==> src/rtl/sample_walk_ctrl_if.sv <==
// Bundle of the bbox-side (R13) and sample-test-side (R14) signals around the
// sample-walk controller; slave is the controller's view, master the environment's.
interface sample_walk_ctrl_if #(
  parameter int SIGFIG = 24,
  parameter int VERTS  = 3,
  parameter int AXIS   = 3,
  parameter int COLORS = 3
);
  logic signed [SIGFIG-1:0] tri_R13S   [VERTS][AXIS];
  logic        [SIGFIG-1:0] color_R13U [COLORS];
  logic signed [SIGFIG-1:0] box_R13S   [2][2];
  logic                     validTri_R13H;
  logic        [3:0]        subSample_RnnnnU;
  logic                     ready_R14H;
  logic                     halt_RnnnnL;
  logic signed [SIGFIG-1:0] tri_R14S   [VERTS][AXIS];
  logic        [SIGFIG-1:0] color_R14U [COLORS];
  logic signed [SIGFIG-1:0] sample_R14S [2];
  logic                     validSamp_R14H;

  modport master (
    output tri_R13S, color_R13U, box_R13S, validTri_R13H, subSample_RnnnnU, ready_R14H,
    input  halt_RnnnnL, tri_R14S, color_R14U, sample_R14S, validSamp_R14H
  );

  modport slave (
    input  tri_R13S, color_R13U, box_R13S, validTri_R13H, subSample_RnnnnU, ready_R14H,
    output halt_RnnnnL, tri_R14S, color_R14U, sample_R14S, validSamp_R14H
  );
endinterface

==> src/rtl/sample_walk_ctrl.sv <==
// Walks every subsample point of one bounding box in raster order, one sample
// per accepted handshake, holding the bbox stage off while a walk is in progress.
module sample_walk_ctrl #(
  parameter int SIGFIG = 24,
  parameter int RADIX  = 10,
  parameter int VERTS  = 3,
  parameter int AXIS   = 3,
  parameter int COLORS = 3
) (
  input logic              clk,
  input logic              rst,
  sample_walk_ctrl_if.slave bus
);

  typedef enum logic {WAIT, WALK} state_t;

  state_t state, state_next;

  logic        [SIGFIG-1:0] step;
  logic        [SIGFIG-1:0] step_new;
  logic signed [SIGFIG-1:0] ll_x, ur_x, ur_y;
  logic signed [SIGFIG:0]   nx, ny, ur_x_ext, ur_y_ext;
  logic                     step_x, step_y;

  // One-hot subsample code scaled so the 1x step is exactly one pixel.
  assign step_new = SIGFIG'(bus.subSample_RnnnnU) << (RADIX - 3);

  assign bus.halt_RnnnnL    = (state == WAIT);
  assign bus.validSamp_R14H = (state == WALK);

  always_comb begin
    nx       = {bus.sample_R14S[0][SIGFIG-1], bus.sample_R14S[0]} + {1'b0, step};
    ny       = {bus.sample_R14S[1][SIGFIG-1], bus.sample_R14S[1]} + {1'b0, step};
    ur_x_ext = {ur_x[SIGFIG-1], ur_x};
    ur_y_ext = {ur_y[SIGFIG-1], ur_y};
    step_x   = (nx <= ur_x_ext);
    step_y   = !step_x && (ny <= ur_y_ext);
    state_next = state;
    case (state)
      WAIT: if (bus.validTri_R13H) state_next = WALK;
      WALK: if (bus.ready_R14H && !step_x && !step_y) state_next = WAIT;
      default: state_next = WAIT;
    endcase
  end

  always_ff @(posedge clk or posedge rst) begin
    if (rst) state <= WAIT;
    else     state <= state_next;
  end

  always_ff @(posedge clk or posedge rst) begin
    if (rst) begin
      bus.tri_R14S    <= '{default: '0};
      bus.color_R14U  <= '{default: '0};
      bus.sample_R14S <= '{default: '0};
      step            <= '0;
      ll_x            <= '0;
      ur_x            <= '0;
      ur_y            <= '0;
    end else begin
      case (state)
        WAIT: begin
          if (bus.validTri_R13H) begin
            bus.tri_R14S       <= bus.tri_R13S;
            bus.color_R14U     <= bus.color_R13U;
            bus.sample_R14S[0] <= bus.box_R13S[0][0];
            bus.sample_R14S[1] <= bus.box_R13S[0][1];
            ll_x               <= bus.box_R13S[0][0];
            ur_x               <= bus.box_R13S[1][0];
            ur_y               <= bus.box_R13S[1][1];
            step               <= step_new;
          end
        end
        WALK: begin
          // On the final sample neither branch fires, so the sample holds.
          if (bus.ready_R14H) begin
            if (step_x) begin
              bus.sample_R14S[0] <= nx[SIGFIG-1:0];
            end else if (step_y) begin
              bus.sample_R14S[0] <= ll_x;
              bus.sample_R14S[1] <= ny[SIGFIG-1:0];
            end
          end
        end
        default: ;
      endcase
    end
  end

endmodule

==> src/flat_wrapper.sv <==
// flat-port wrapper written by rule: the top's interface ports become plain ports
module sample_walk_ctrl_flat 
#(
  parameter int SIGFIG = 24,
  parameter int RADIX  = 10,
  parameter int VERTS  = 3,
  parameter int AXIS   = 3,
  parameter int COLORS = 3
)
  (clk, rst, bus_tri_R13S, bus_color_R13U, bus_box_R13S, bus_validTri_R13H, bus_subSample_RnnnnU, bus_ready_R14H, bus_halt_RnnnnL, bus_tri_R14S, bus_color_R14U, bus_sample_R14S, bus_validSamp_R14H);
  sample_walk_ctrl_if #(.SIGFIG(SIGFIG), .VERTS(VERTS), .AXIS(AXIS), .COLORS(COLORS)) bus_i ();
  input logic clk;
  input logic rst;
  input wire logic [$bits(bus_i.tri_R13S)-1:0] bus_tri_R13S;
  input wire logic [$bits(bus_i.color_R13U)-1:0] bus_color_R13U;
  input wire logic [$bits(bus_i.box_R13S)-1:0] bus_box_R13S;
  input wire logic [$bits(bus_i.validTri_R13H)-1:0] bus_validTri_R13H;
  input wire logic [$bits(bus_i.subSample_RnnnnU)-1:0] bus_subSample_RnnnnU;
  input wire logic [$bits(bus_i.ready_R14H)-1:0] bus_ready_R14H;
  output wire logic [$bits(bus_i.halt_RnnnnL)-1:0] bus_halt_RnnnnL;
  output wire logic [$bits(bus_i.tri_R14S)-1:0] bus_tri_R14S;
  output wire logic [$bits(bus_i.color_R14U)-1:0] bus_color_R14U;
  output wire logic [$bits(bus_i.sample_R14S)-1:0] bus_sample_R14S;
  output wire logic [$bits(bus_i.validSamp_R14H)-1:0] bus_validSamp_R14H;
  assign bus_i.tri_R13S = {>>{bus_tri_R13S}};
  assign bus_i.color_R13U = {>>{bus_color_R13U}};
  assign bus_i.box_R13S = {>>{bus_box_R13S}};
  assign bus_i.validTri_R13H = bus_validTri_R13H;
  assign bus_i.subSample_RnnnnU = bus_subSample_RnnnnU;
  assign bus_i.ready_R14H = bus_ready_R14H;
  assign bus_halt_RnnnnL = bus_i.halt_RnnnnL;
  assign bus_tri_R14S = {>>{bus_i.tri_R14S}};
  assign bus_color_R14U = {>>{bus_i.color_R14U}};
  assign bus_sample_R14S = {>>{bus_i.sample_R14S}};
  assign bus_validSamp_R14H = bus_i.validSamp_R14H;
  sample_walk_ctrl #(.SIGFIG(SIGFIG), .RADIX(RADIX), .VERTS(VERTS), .AXIS(AXIS), .COLORS(COLORS)) u_core (.clk(clk), .rst(rst), .bus(bus_i));
endmodule
==> config.mk <==
export PLATFORM = sky130hd
export DESIGN_NAME = sample_walk_ctrl_flat
export DESIGN_NICKNAME = d
export VERILOG_FILES = /design/src/rtl/sample_walk_ctrl_if.sv /design/src/rtl/sample_walk_ctrl.sv /design/src/flat_wrapper.sv
export SDC_FILE = /design/constraint.sdc
export NUM_CORES = 1
export LEC_CHECK = 0
export CAP_MARGIN = 10
export CORE_AREA = 10 10 274 276
export CTS_CLUSTER_DIAMETER = 80
export CTS_CLUSTER_SIZE = 20
export DETAILED_ROUTE_END_ITERATION = 10
export DIE_AREA = 0 0 284 286
export PLACE_DENSITY = 0.54
export SLEW_MARGIN = 10
export SYNTH_ARGS = -nofsm -noshare
export SYNTH_HDL_FRONTEND = slang
export SYNTH_SLANG_ARGS = --single-unit
==> constraint.sdc <==
create_clock -name clk -period 14.2 [get_ports clk]
set_clock_uncertainty 0.05 [all_clocks]
set_input_delay 2.84 -clock clk [delete_from_list [all_inputs] [get_ports clk]]
set_output_delay 2.84 -clock clk [all_outputs]
set_load 0.02 [all_outputs]
==> results.yml, run 1 <==
final_layout:
  fillers: 6914
  final_nets: 3166
  stdcell_count: 3692
  final_layout_size_suffix_gt1_share_pct: 4.50
  fin_area_um2: 27500
  mostFrequentLayoutCells: "nand2_1, clkdlybuf4s50_1, dfrtp_1"
  area_growth_pct: 51.5
  multiInputGateArea_um2: 7180
  seqCellArea_um2: 10300
  final_common_cell: "nand2_1"
status:
  outcome: "completed"
global_routing:
  gr-usage-all-layers_pct: 18.4
  grt_pass1_wl_um: 115000
  antenna_found_initial: 32
  grt_use_met1_pct: 20.8
  grt_start_max_net_pins: 106
  use_met3_pct: 6.42
  first_global_vias: 17200
  busiest_layer: "met2"
  grt_overflow_total: 0
  use_met2_pct: 32.0
detailed_routing:
  dr.pass1.iters: 6
  vias: 16300
  routed_wl_um: 77700
  dr.first_iter.drc_count: 1072
  vias_per_cell: 4.41
  route.detailed.drc: 0
  post_drt_wl_per_cell_um: 21.0
  ant_nets: 0
synthesis:
  synth-edff-count: 0
  synth.net_count: 2482
  ys_async_sr_fraction_pct: 100
  synth_area_um2: 18200
  ys_ff_latch: 413
  synth_cells: 2030
  yosysWarnings: 0
  synthFlopType: "dfrtp_1"
  synthDistinctLibCells: 59
  syn_avg_cell_area_um2: 8.95
  yosysSeqAreaShare_pct: 56.9
worst_setup_path:
  reg2regPathDepth: 16
  startpoint_type: "input port"
  cp_data_arrival_time_ps: 6620
  cp.required_ps: 14690
  cp-end-kind: "flop"
  cpMostUsedCell: "buf_4"
  crit_path_top_delay_cell: "buf_4"
  worst-setup-path-type: "in -> reg"
  rrSetupSlack_ps: 8850
  r2r-end: "u_core.bus.sample_R14S[27]"
  crit_path_max_incr_delay_ps: 920
  regToRegStartpoint: "u_core.step[7]"
  cp.buffers_inverters: 4
  crit_chain: "clkdlybuf4s50_1 -> nor2b_4 -> buf_4 -> buf_4 -> buf_4 -> nand2_1 -> nand2_1"
  crit_family: "buffers and inverters"
  path_max_fanout: 105
clock_tree:
  clock_latency_ps: 610
  htree_levels: 1
  cts-resized-gates: 0
  numCtsBuffers: 31
  clk_pin_slew_ps: 80
  clock-root-buffer: "clkbuf_16"
  cts_tree: "built"
  cts.sinks: 413
  clockBufferDepth: 3
  hold_buffers: 0
  post_cts_buffers: 0
placement:
  dp.cells: 3621
  placement.io_buffers: 729
  placed_cell_area_um2: 26400
  gp_congestion: 0.911
  hpwl_um: 60500
run:
  timing.max_cap.violations: 0
timing:
  max_freq_mhz: 163
  rsz0062_at_grt: "no"
  fin_setup_tns_ps: 0
  period_minus_slack_ps: 6130
  worstMarginPinSlew_ps: 1130
  slew_violations: 0
  period_share_pct: 43.1
  slew_headroom_pct: 24.4
  setup_viol: 0
  finalHoldViolCount: 0
die:
  rows: 97
  start_util_pct: 26.1
  die_width_um: 284
  die_area_um2: 81200
  core_area_um2: 69500
  die_y_um: 286
  ios: 730
worst_hold_path:
  hold_end: "u_core.ll_x[11]"
  min_path_cells: 2
  hp-start: "u_core.ll_x[11]"
  hold_path.class: "reg -> reg"
power_and_ir_drop:
  peakVddDrop_mv: 0.125
  p_per_area_nw_per_um2: 244
  p_leak_nw: 13.0
## per-stage QoR
step	util (%)	setup WS (ps)	total power, mW	hold WS, ps
global placement	38.0	7510	5.75	406
detailed placement	38.0	7420	5.80	406
floorplan	-	5740	4.09	389
finish	39.6	8070	6.72	423
global route	39.6	7770	7.20	447
CTS	39.5	8090	6.81	427
## logic make-up after synthesis
| kind of cell | after synthesis | share of synthesized area [%] |
|---|---|---|
| flops | 413 | 56.9 |
| buf+inv | 168 | 3.70 |
| fa+ha+maj | 60 | 4.21 |
| simple gates | 1140 | 24.5 |
| xor+xnor | 29 | 1.40 |
| mux | 48 | 3.13 |
| compound gates | 172 | 6.16 |
## flip-flops by register name, summed over array words and instances (netlist names)
register,flops
u_core.bus.tri_R14S,216
u_core.bus.color_R14U,72
u_core.bus.sample_R14S,48
u_core.ll_x,24
u_core.ur_x,24
u_core.ur_y,24
u_core.step,4
u_core.bus.validSamp_R14H,1
## report_power, final
group          internal, mW  switching (mW)  total, mW
combinational          1.57            2.09       3.66
clock                 0.477           0.490      0.967
sequential             1.74           0.358       2.09
total                  3.78            2.94       6.72
## worst max-delay path by stage
stage / start / to / slack [ps] / cells past startpoint
floorplan: rst / u_core.bus.color_R14U[0] / 5740 / 1
global placement: bus_validTri_R13H / u_core.bus.tri_R14S[142] / 7510 / 7
detailed placement: bus_validTri_R13H / u_core.bus.tri_R14S[146] / 7420 / 7
CTS: bus_validTri_R13H / u_core.bus.tri_R14S[159] / 8090 / 7
global route: bus_validTri_R13H / u_core.bus.tri_R14S[136] / 7770 / 7
finish: bus_validTri_R13H / u_core.bus.tri_R14S[146] / 8070 / 7
## worst reg2reg max path, cell delays in order, from the launching register on
cell,delay [ps]
dfrtp_1,460
ha_1,210
inv_1,50
fa_1,400
nor2b_1,160
o31a_1,340
nand4_1,160
xnor2_1,180
ha_1,330
nand4_1,210
or4_4,590
o21ai_2,220
a22o_1,310
buf_4,310
nand2_8,130
a21oi_4,710
mux2_2,420
## cell type report
type                       count  area share, %
timing repair buffer         751           27.1
multi-input combinational   1449           26.1
antenna                       17          0.155
clock inverter                20          0.986
inverter                      68          0.941
clock buffer                  34           2.90
sequential                   413           37.5
tap                          940           4.27
## synth_stat cells (15+ instances only)
cell | count | share of area, %
o21ai_0 | 63 | 1.7
xnor2_1 | 23 | 1.1
ha_1 | 58 | 4.0
nand3_1 | 16 | 0.44
buf_1 | 15 | 0.31
nor2_1 | 22 | 0.45
nand2_1 | 1053 | 22
inv_1 | 68 | 1.4
clkbuf_1 | 79 | 1.6
dfrtp_1 | 413 | 57
a21oi_1 | 35 | 0.96
mux2_2 | 23 | 1.4
## per-layer routing
layer,vias up,wire length [µm]
li1,7805,-
met1,7801,29700
met2,526,39300
met3,116,6440
met4,18,2170
met5,-,102
Power figures use the tool's default switching activity.
==> run 2, diff against run 1 <==
clock period = 5.5 ns   (was 14.2 ns; I/O delays follow)
==> run 2 against run 1 <==
First-iteration DRC count down 7.7%. Setup slack worse by 7600 ps. Critical path depth up 10. Clock-buffer cell count up 5. Clock power rose to 2.7 times the previous value. Largest power group unchanged. Sequential power rose to 2.6 times the previous value. Die area unchanged. Cell count about the same.
==> results.yml, run 2 (synthesis results as in run 1) <==
clock_tree:
  cts_tree: "built"
  cts.sinks: 413
  clockBufferDepth: 3
  post_cts_buffers: 0
  clock-root-buffer: "clkbuf_16"
  cts-resized-gates: 0
  clock_latency_ps: 550
  clk_pin_slew_ps: 80
  htree_levels: 2
  hold_buffers: 0
  numCtsBuffers: 35
detailed_routing:
  dr.pass1.iters: 5
  vias_per_cell: 4.43
  route.detailed.drc: 0
  post_drt_wl_per_cell_um: 21.2
  dr.first_iter.drc_count: 989
  ant_nets: 0
  vias: 16400
  routed_wl_um: 78000
timing:
  setup_viol: 0
  period_minus_slack_ps: 5040
  rsz0062_at_grt: "no"
  slew_violations: 0
  finalHoldViolCount: 0
  slew_headroom_pct: 21.6
  fin_setup_tns_ps: 0
  period_share_pct: 91.6
  max_freq_mhz: 198
  worstMarginPinSlew_ps: 1180
worst_setup_path:
  crit_path_max_incr_delay_ps: 670
  crit_cells: 17
  startpoint_type: "flop"
  regToRegStartpoint: "u_core.bus.sample_R14S[7]"
  cp-end-kind: "flop"
  r2r-end: "u_core.bus.sample_R14S[22]"
  crit_family: "compound AO/OA/AOI/OAI gates"
  worst-setup-path-type: "reg -> reg"
  cp_data_arrival_time_ps: 5410
  reg2regPathDepth: 17
  crit_chain: "ha_1 -> inv_1 -> fa_1 -> nor2b_1 -> o21ai_0 -> a211oi_1 -> nand2_1 -> nor2_1 -> xor2_1 -> ha_1 -> nand3_1 -> nor4_1 -> nor2_1 -> o2111ai_1 -> o21ai_2 -> a21oi_4 -> mux2_2"
  cp.buffers_inverters: 1
  cp.required_ps: 5870
  crit_path_top_delay_cell: "a211oi_1"
  rrSetupSlack_ps: 460
  path_max_fanout: 18
  crit_path_end: "u_core.bus.sample_R14S[22]"
  startpoint: "u_core.bus.sample_R14S[7]"
global_routing:
  first_global_vias: 17100
  grt_pass1_wl_um: 114000
  gr-usage-all-layers_pct: 18.6
  grt_overflow_total: 0
  grt_start_max_net_pins: 204
  antenna_found_initial: 29
power_and_ir_drop:
  p_leak_nw: 13.1
  peakVddDrop_mv: 0.437
  power_mw: 17.6
  p_per_area_nw_per_um2: 633
die:
  die_area_um2: 81200
  die_width_um: 284
  die_y_um: 286
  core_area_um2: 69500
  start_util_pct: 26.1
  rows: 97
  ios: 730
run:
  timing.max_cap.violations: 0
final_layout:
  seqCellArea_um2: 10300
  area_growth_pct: 52.5
  top_register: "u_core.bus.tri_R14S"
  fillers: 6916
  final_layout_size_suffix_gt1_share_pct: 4.67
  fin_area_um2: 27700
  mostFrequentLayoutCells: "nand2_1, clkdlybuf4s50_1, dfrtp_1"
  reg_top3: "u_core.bus.tri_R14S x216, u_core.bus.color_R14U x72, u_core.bus.sample_R14S x48"
  final_nets: 3169
  multiInputGateArea_um2: 7180
  largest_register_ffs: 216
  final_common_cell: "nand2_1"
placement:
  gp_congestion: 0.881
  placement.io_buffers: 729
  hpwl_um: 60300
  placed_cell_area_um2: 26500
status:
  outcome: "completed"
worst_hold_path:
  hold_path.class: "reg -> reg"
run 2: changes by cell type in the layout (fill, tap and decap cells not counted), sizes merged, moves of 3 or more:
cell	delta
diode	-7
clkbuf	+5
clkinv	+3
bufinv	-3
run 2: worst min-delay path by stage:
stage                              from                        to  slack, ps  depth (start not counted)
4_1_cts                 u_core.ll_x[11]           u_core.ll_x[11]        430                          2
3_5_place_dp            u_core.ll_x[11]           u_core.ll_x[11]        410                          2
2_1_floorplan           u_core.ll_x[10]           u_core.ll_x[10]        390                          2
6_report       u_core.bus.tri_R14S[181]  u_core.bus.tri_R14S[181]        420                          2
3_3_place_gp             u_core.ll_x[2]            u_core.ll_x[2]        410                          2
5_1_grt        u_core.bus.tri_R14S[215]  u_core.bus.tri_R14S[215]        440                          2
run 2: power breakdown:
part,total [mW],internal [mW],switching (mW)
Clock,2.65,1.31,1.34
Sequential,5.43,4.48,0.949
Combinational,9.48,4.08,5.39
run 2: area by class of cell:
| type | instances | share of cell area [%] |
|---|---|---|
| Sequential cell | 413 | 37.3 |
| Timing Repair Buffer | 750 | 27.3 |
| Multi-Input combinational cell | 1449 | 25.9 |
| Tap cell | 940 | 4.24 |
| Clock buffer | 39 | 3.40 |
| Inverter | 68 | 0.935 |
| Clock inverter | 20 | 0.853 |
| Antenna cell | 10 | 0.0903 |
run 2: worst register-to-register path: cells and delay by family, from the launching register on:
kind / cells / cell delay, ps
buffers and inverters: 1 / 60
XOR/XNOR: 1 / 110
flip-flops: 1 / 390
AND/OR/NAND/NOR: 6 / 1110
multiplexers: 1 / 410
AO/OA/AOI/OAI: 5 / 1900
adder cells (fa/ha/maj): 3 / 880
run 2: metal layers:
layer	GRT usage, %	wire length [µm]
met1	20.3	29300
met2	32.0	38700
met3	7.97	7470
met4	6.09	2350
met5	0	184
run 2: metrics by stage:
step,setup WS (ps),hold WS (ps),std cells,utilization (%)
floorplan,-1220,389,2030,-
global placement,562,407,3620,38.1
detailed placement,590,410,3620,38.1
CTS,540,429,3679,39.8
global route,123,438,3686,39.8
finish,462,425,3689,39.8
==> variant 1 (settings of run 2) <==
`VERTS` is set to 3 in 3 places; all go to 2.
--- a/src/rtl/sample_walk_ctrl_if.sv
+++ b/src/rtl/sample_walk_ctrl_if.sv
@@ -2,7 +2,7 @@
 // sample-walk controller; slave is the controller's view, master the environment's.
 interface sample_walk_ctrl_if #(
   parameter int SIGFIG = 24,
-  parameter int VERTS  = 3,
+  parameter int VERTS  = 2,
   parameter int AXIS   = 3,
   parameter int COLORS = 3
 );
--- a/src/rtl/sample_walk_ctrl.sv
+++ b/src/rtl/sample_walk_ctrl.sv
@@ -3,7 +3,7 @@
 module sample_walk_ctrl #(
   parameter int SIGFIG = 24,
   parameter int RADIX  = 10,
-  parameter int VERTS  = 3,
+  parameter int VERTS  = 2,
   parameter int AXIS   = 3,
   parameter int COLORS = 3
 ) (
--- a/src/flat_wrapper.sv
+++ b/src/flat_wrapper.sv
@@ -3,7 +3,7 @@
 #(
   parameter int SIGFIG = 24,
   parameter int RADIX  = 10,
-  parameter int VERTS  = 3,
+  parameter int VERTS  = 2,
   parameter int AXIS   = 3,
   parameter int COLORS = 3
 )
Interface: changed (resized bus_tri_R13S and bus_tri_R14S); port bits go from 730 to 586. No check against the original RTL was run, so the function may have changed too.
==> variant 1 against run 2 <==
Area after synthesis down 16%. Routed wire length down 19%. Maximum frequency up 3.0%. Design area down 16%. Setup slack better by 0.15 ns. Total power down 17%. Sequential cell count down 72. Via count down 17%.
==> variant 1: results (changes against run 2) <==
status: "finished, final reports clean"
rr_worst_depth: 18  # +1
portBuffers: 585  # -20%
globalplace.congestion: 0.8280  # -6.0%
syn-num-nets: 2096  # -16%
dp_slack_ns: 0.6492  # +0.05940 ns
syn_avg_cell_area_um2: 8.948  # about the same
top_regs: "u_core.bus.tri_R14S x144, u_core.bus.color_R14U x72, u_core.bus.sample_R14S x48"
dp_hpwl_um: 49280  # -18%
relSlewSlack_pct: 43.60  # +22 points
yosysSeqAreaShare_pct: 55.57  # -1.3 points
rrSetupSlack_ns: 0.61  # +0.15 ns
hold_start: "u_core.bus.tri_R14S[142]$_DFFE_PP0P_"
min_period_ns: 4.891  # -0.1476 ns
cp-endpoint: "u_core.bus.sample_R14S[13]$_DFFE_PP0P_"
synth_xor_area_share_pct: 1.711  # +0.31 points
max_stage_delay_ns: 0.55  # -0.12 ns
synth_mux_area_share_pct: 4.270  # +1.1 points
cp-startpoint: "u_core.bus.sample_R14S[31]$_DFFE_PP0P_"
grt_pass1_wl_um: 94450  # -17%
synthTopCellsByArea: "dfrtp_1 56%, nand2_1 20%, ha_1 4.7%"
dp_cells: 3172  # -12%
detail_route.wl_per_cell_um: 19.64  # -7.2%
fin_cells: 3238  # -12%
swShare_pct: 43.47  # -0.28 points
synth_compound_area_share_pct: 5.810  # -0.35 points
ir_drop_v: 0.0003305  # -24%
crit_family: "simple AND/OR/NAND/NOR gates"
grt_max_degree: 173  # -15%
==> variant 1: layout make-up <==
class,count,area (um^2)
timing repair buffer,600,6043
clock inverter,23,276.5
fill,7199,46200
clock buffer,34,807.0
tap,940,1176
inverter,71,270.3
antenna,9,22.52
sequential,341,8534
multi-input combinational,1220,6213
==> variant 1: power groups by stage <==
stage          Sequential (uW)  Combinational [uW]  Clock (uW)
4_1_cts                   4470                7840        2450
6_report                  4460                7690        2350
2_1_floorplan             5450                3320           0
3_3_place_gp              4460                7700           0
3_5_place_dp              4500                7800           0
5_1_grt                   4610                8450        2550
==> variant 1: layer usage <==
layer | vias up | wire length [um] | GRT usage (%)
met2 | 390 | 31180 | 25.69
li1 | 6550 | - | -
met3 | 68 | 5606 | 5.288
met5 | - | 107 | 0
met4 | 16 | 865 | 3.175
met1 | 6483 | 25840 | 18.12
==> variant 2 (flow settings as in run 2) <==
Without the edit above. Make the reset (`rst`) synchronous in 2 clocked blocks.
--- a/src/rtl/sample_walk_ctrl.sv
+++ b/src/rtl/sample_walk_ctrl.sv
@@ -43,12 +43,12 @@
     endcase
   end
 
-  always_ff @(posedge clk or posedge rst) begin
+  always_ff @(posedge clk) begin
     if (rst) state <= WAIT;
     else     state <= state_next;
   end
 
-  always_ff @(posedge clk or posedge rst) begin
+  always_ff @(posedge clk) begin
     if (rst) begin
       bus.tri_R14S    <= '{default: '0};
       bus.color_R14U  <= '{default: '0};
Check against the original RTL: not equivalent (a bounded check fails within 4 cycles, from zero or initial values and one cycle with rst high; the reset may be asserted at any time).
==> variant 2 against run 2 <==
Final cell count increased by 2.8%. Sequential cell count unchanged. Critical path depth increased by 2. Setup slack improved by 0.0090 ns. Area after synthesis decreased by 6.5%. Design area decreased by 5.1%. Routed wire length increased by 1.2%.
Power is not compared: it rests on default switching activity, and its combinational part moved more than twofold at a synthesized area within 25%.
==> variant 2: results (changes against run 2) <==
dp_hpwl_um: 60190  # -0.25%
tightestPinTransition_ns: 1.069  # -0.1061 ns
max_stage_delay_ns: 0.52  # -0.15 ns
grt_max_degree: 188  # -7.8%
r2r-start: "u_core.step[7]$_SDFFE_PP0P_"
globalplace.congestion: 0.8724  # -1.0%
syn-num-nets: 2648  # +6.7%
ir_drop_v: 0.0001963
grt_pass1_vias: 17736  # +3.5%
async_flop_share_pct: 0  # -100 points
rrSetupSlack_ns: 0.47
antenna_found_initial: 14  # -52%
portBuffers: 729  # unchanged
hp-class: "register to register"
layout.nets: 3275  # +3.3%
hold-path-endpoint: "u_core.bus.tri_R14S[206]$_SDFFE_PP0P_"
period_share_pct: 91.44  # -0.16 points
cp.arrival_ns: 5.36  # -0.05 ns
fillers: 7114  # +2.9%
status: "finished, final reports clean"
synthTopCellsByArea: "dfxtp_1 49%, nand2_1 17%, a21oi_1 12%"
detail_route.wl_per_cell_um: 20.82  # -1.6%
netlist_top_cells_count: "784 x nand2_1, 413 x dfxtp_1, 408 x a21oi_1"
hold_start: "u_core.bus.tri_R14S[206]$_SDFFE_PP0P_"
yosysSeqAreaShare_pct: 48.64  # -8.2 points
post-cts-setup-buffer-count: 0  # unchanged
grt_pass1_wl_um: 115700  # +1.1%
dp_slack_ns: 0.5417  # -0.04809 ns
r2r_end: "u_core.bus.sample_R14S[30]$_SDFFE_PP0P_"
drt_iter0_drc: 1306  # +32%
drive_above_1_share_pct: 3.688  # -0.99 points
avgViaCountPerCell: 4.646  # +4.8%
grt_usage_pct: 18.37  # -0.18 points
cts_max_level: 2  # unchanged
path_max_fanout: 14  # -4
slowest_stage: "nand2_1"
synth_warnings: 0  # unchanged
crit_family: "compound AO/OA/AOI/OAI gates"
rr_worst_depth: 19  # +2
yosysUniqueCellTypes: 65  # +10%
## variant 2: worst max-delay path by stage
stage | end | start | cells after the start
finish | u_core.bus.sample_R14S[30]$_SDFFE_PP0P_ | u_core.step[7]$_SDFFE_PP0P_ | 19
global route | u_core.bus.sample_R14S[25]$_SDFFE_PP0P_ | u_core.step[7]$_SDFFE_PP0P_ | 19
CTS | u_core.bus.sample_R14S[30]$_SDFFE_PP0P_ | u_core.step[7]$_SDFFE_PP0P_ | 19
detailed placement | u_core.bus.sample_R14S[10]$_SDFFE_PP0P_ | u_core.step[7]$_SDFFE_PP0P_ | 19
global placement | u_core.bus.sample_R14S[10]$_SDFFE_PP0P_ | u_core.step[7]$_SDFFE_PP0P_ | 19
floorplan | u_core.bus.sample_R14S[42]$_SDFFE_PP0P_ | u_core.bus.sample_R14S[7]$_SDFFE_PP0P_ | 22
## variant 2: worst min-delay path, cell delays in order, from the launching register on
cell     delay [ns]
dfxtp_1        0.31
nand2_1        0.05
a21oi_1        0.05
## variant 2: logic make-up after synthesis
logic type | share of synthesized area [%]
and+or+nand+nor | 21.86
AOI/OAI and AO/OA | 18.07
DFF | 48.64
buffers and inverters | 5.138
adders and majority gates | 4.505
xor gates and xnor gates | 1.494
muxes | 0.2944
## variant 2: final cells by class
class	instances	share of cell area (%)
flip-flops and latches	413	31.46
inverters	67	0.9567
clock buffers	41	3.617
diodes	7	0.06663
repair buffers	748	28.61
multi-input cells	1558	29.95
well taps	940	4.474
clock inverters	20	0.8758
## variant 2: through the flow
step           utilization [%]  hold slack [ns]  cells  total power (uW)  instance area (um^2)
2_1_floorplan                -           0.3817   2196              4441                 17000
3_3_place_gp             36.08           0.3903   3726              5442                 25090
3_5_place_dp             36.08           0.3945   3726              5477                 25090
4_1_cts                  37.78           0.4074   3787              8183                 26270
5_1_grt                  37.79           0.4230   3792              8465                 26280
6_report                 37.80           0.4050   3794              8071                 26290
## variant 2: per-layer routing
layer,track usage (%),share of wire [%],up-vias
met3,6.335,8.2,107
met4,5.239,2.7,18
met5,0,0.14,-
met1,20.29,38,8334
met2,32.96,51,631
li1,-,-,8537
## variant 2: power by group through the flow
stage	combinational [uW]	sequential, uW	clock, uW
2_1_floorplan	831	3610	0
5_1_grt	2210	3400	2860
3_5_place_dp	2040	3440	0
6_report	2040	3370	2660
4_1_cts	2050	3370	2770
3_3_place_gp	2010	3430	0
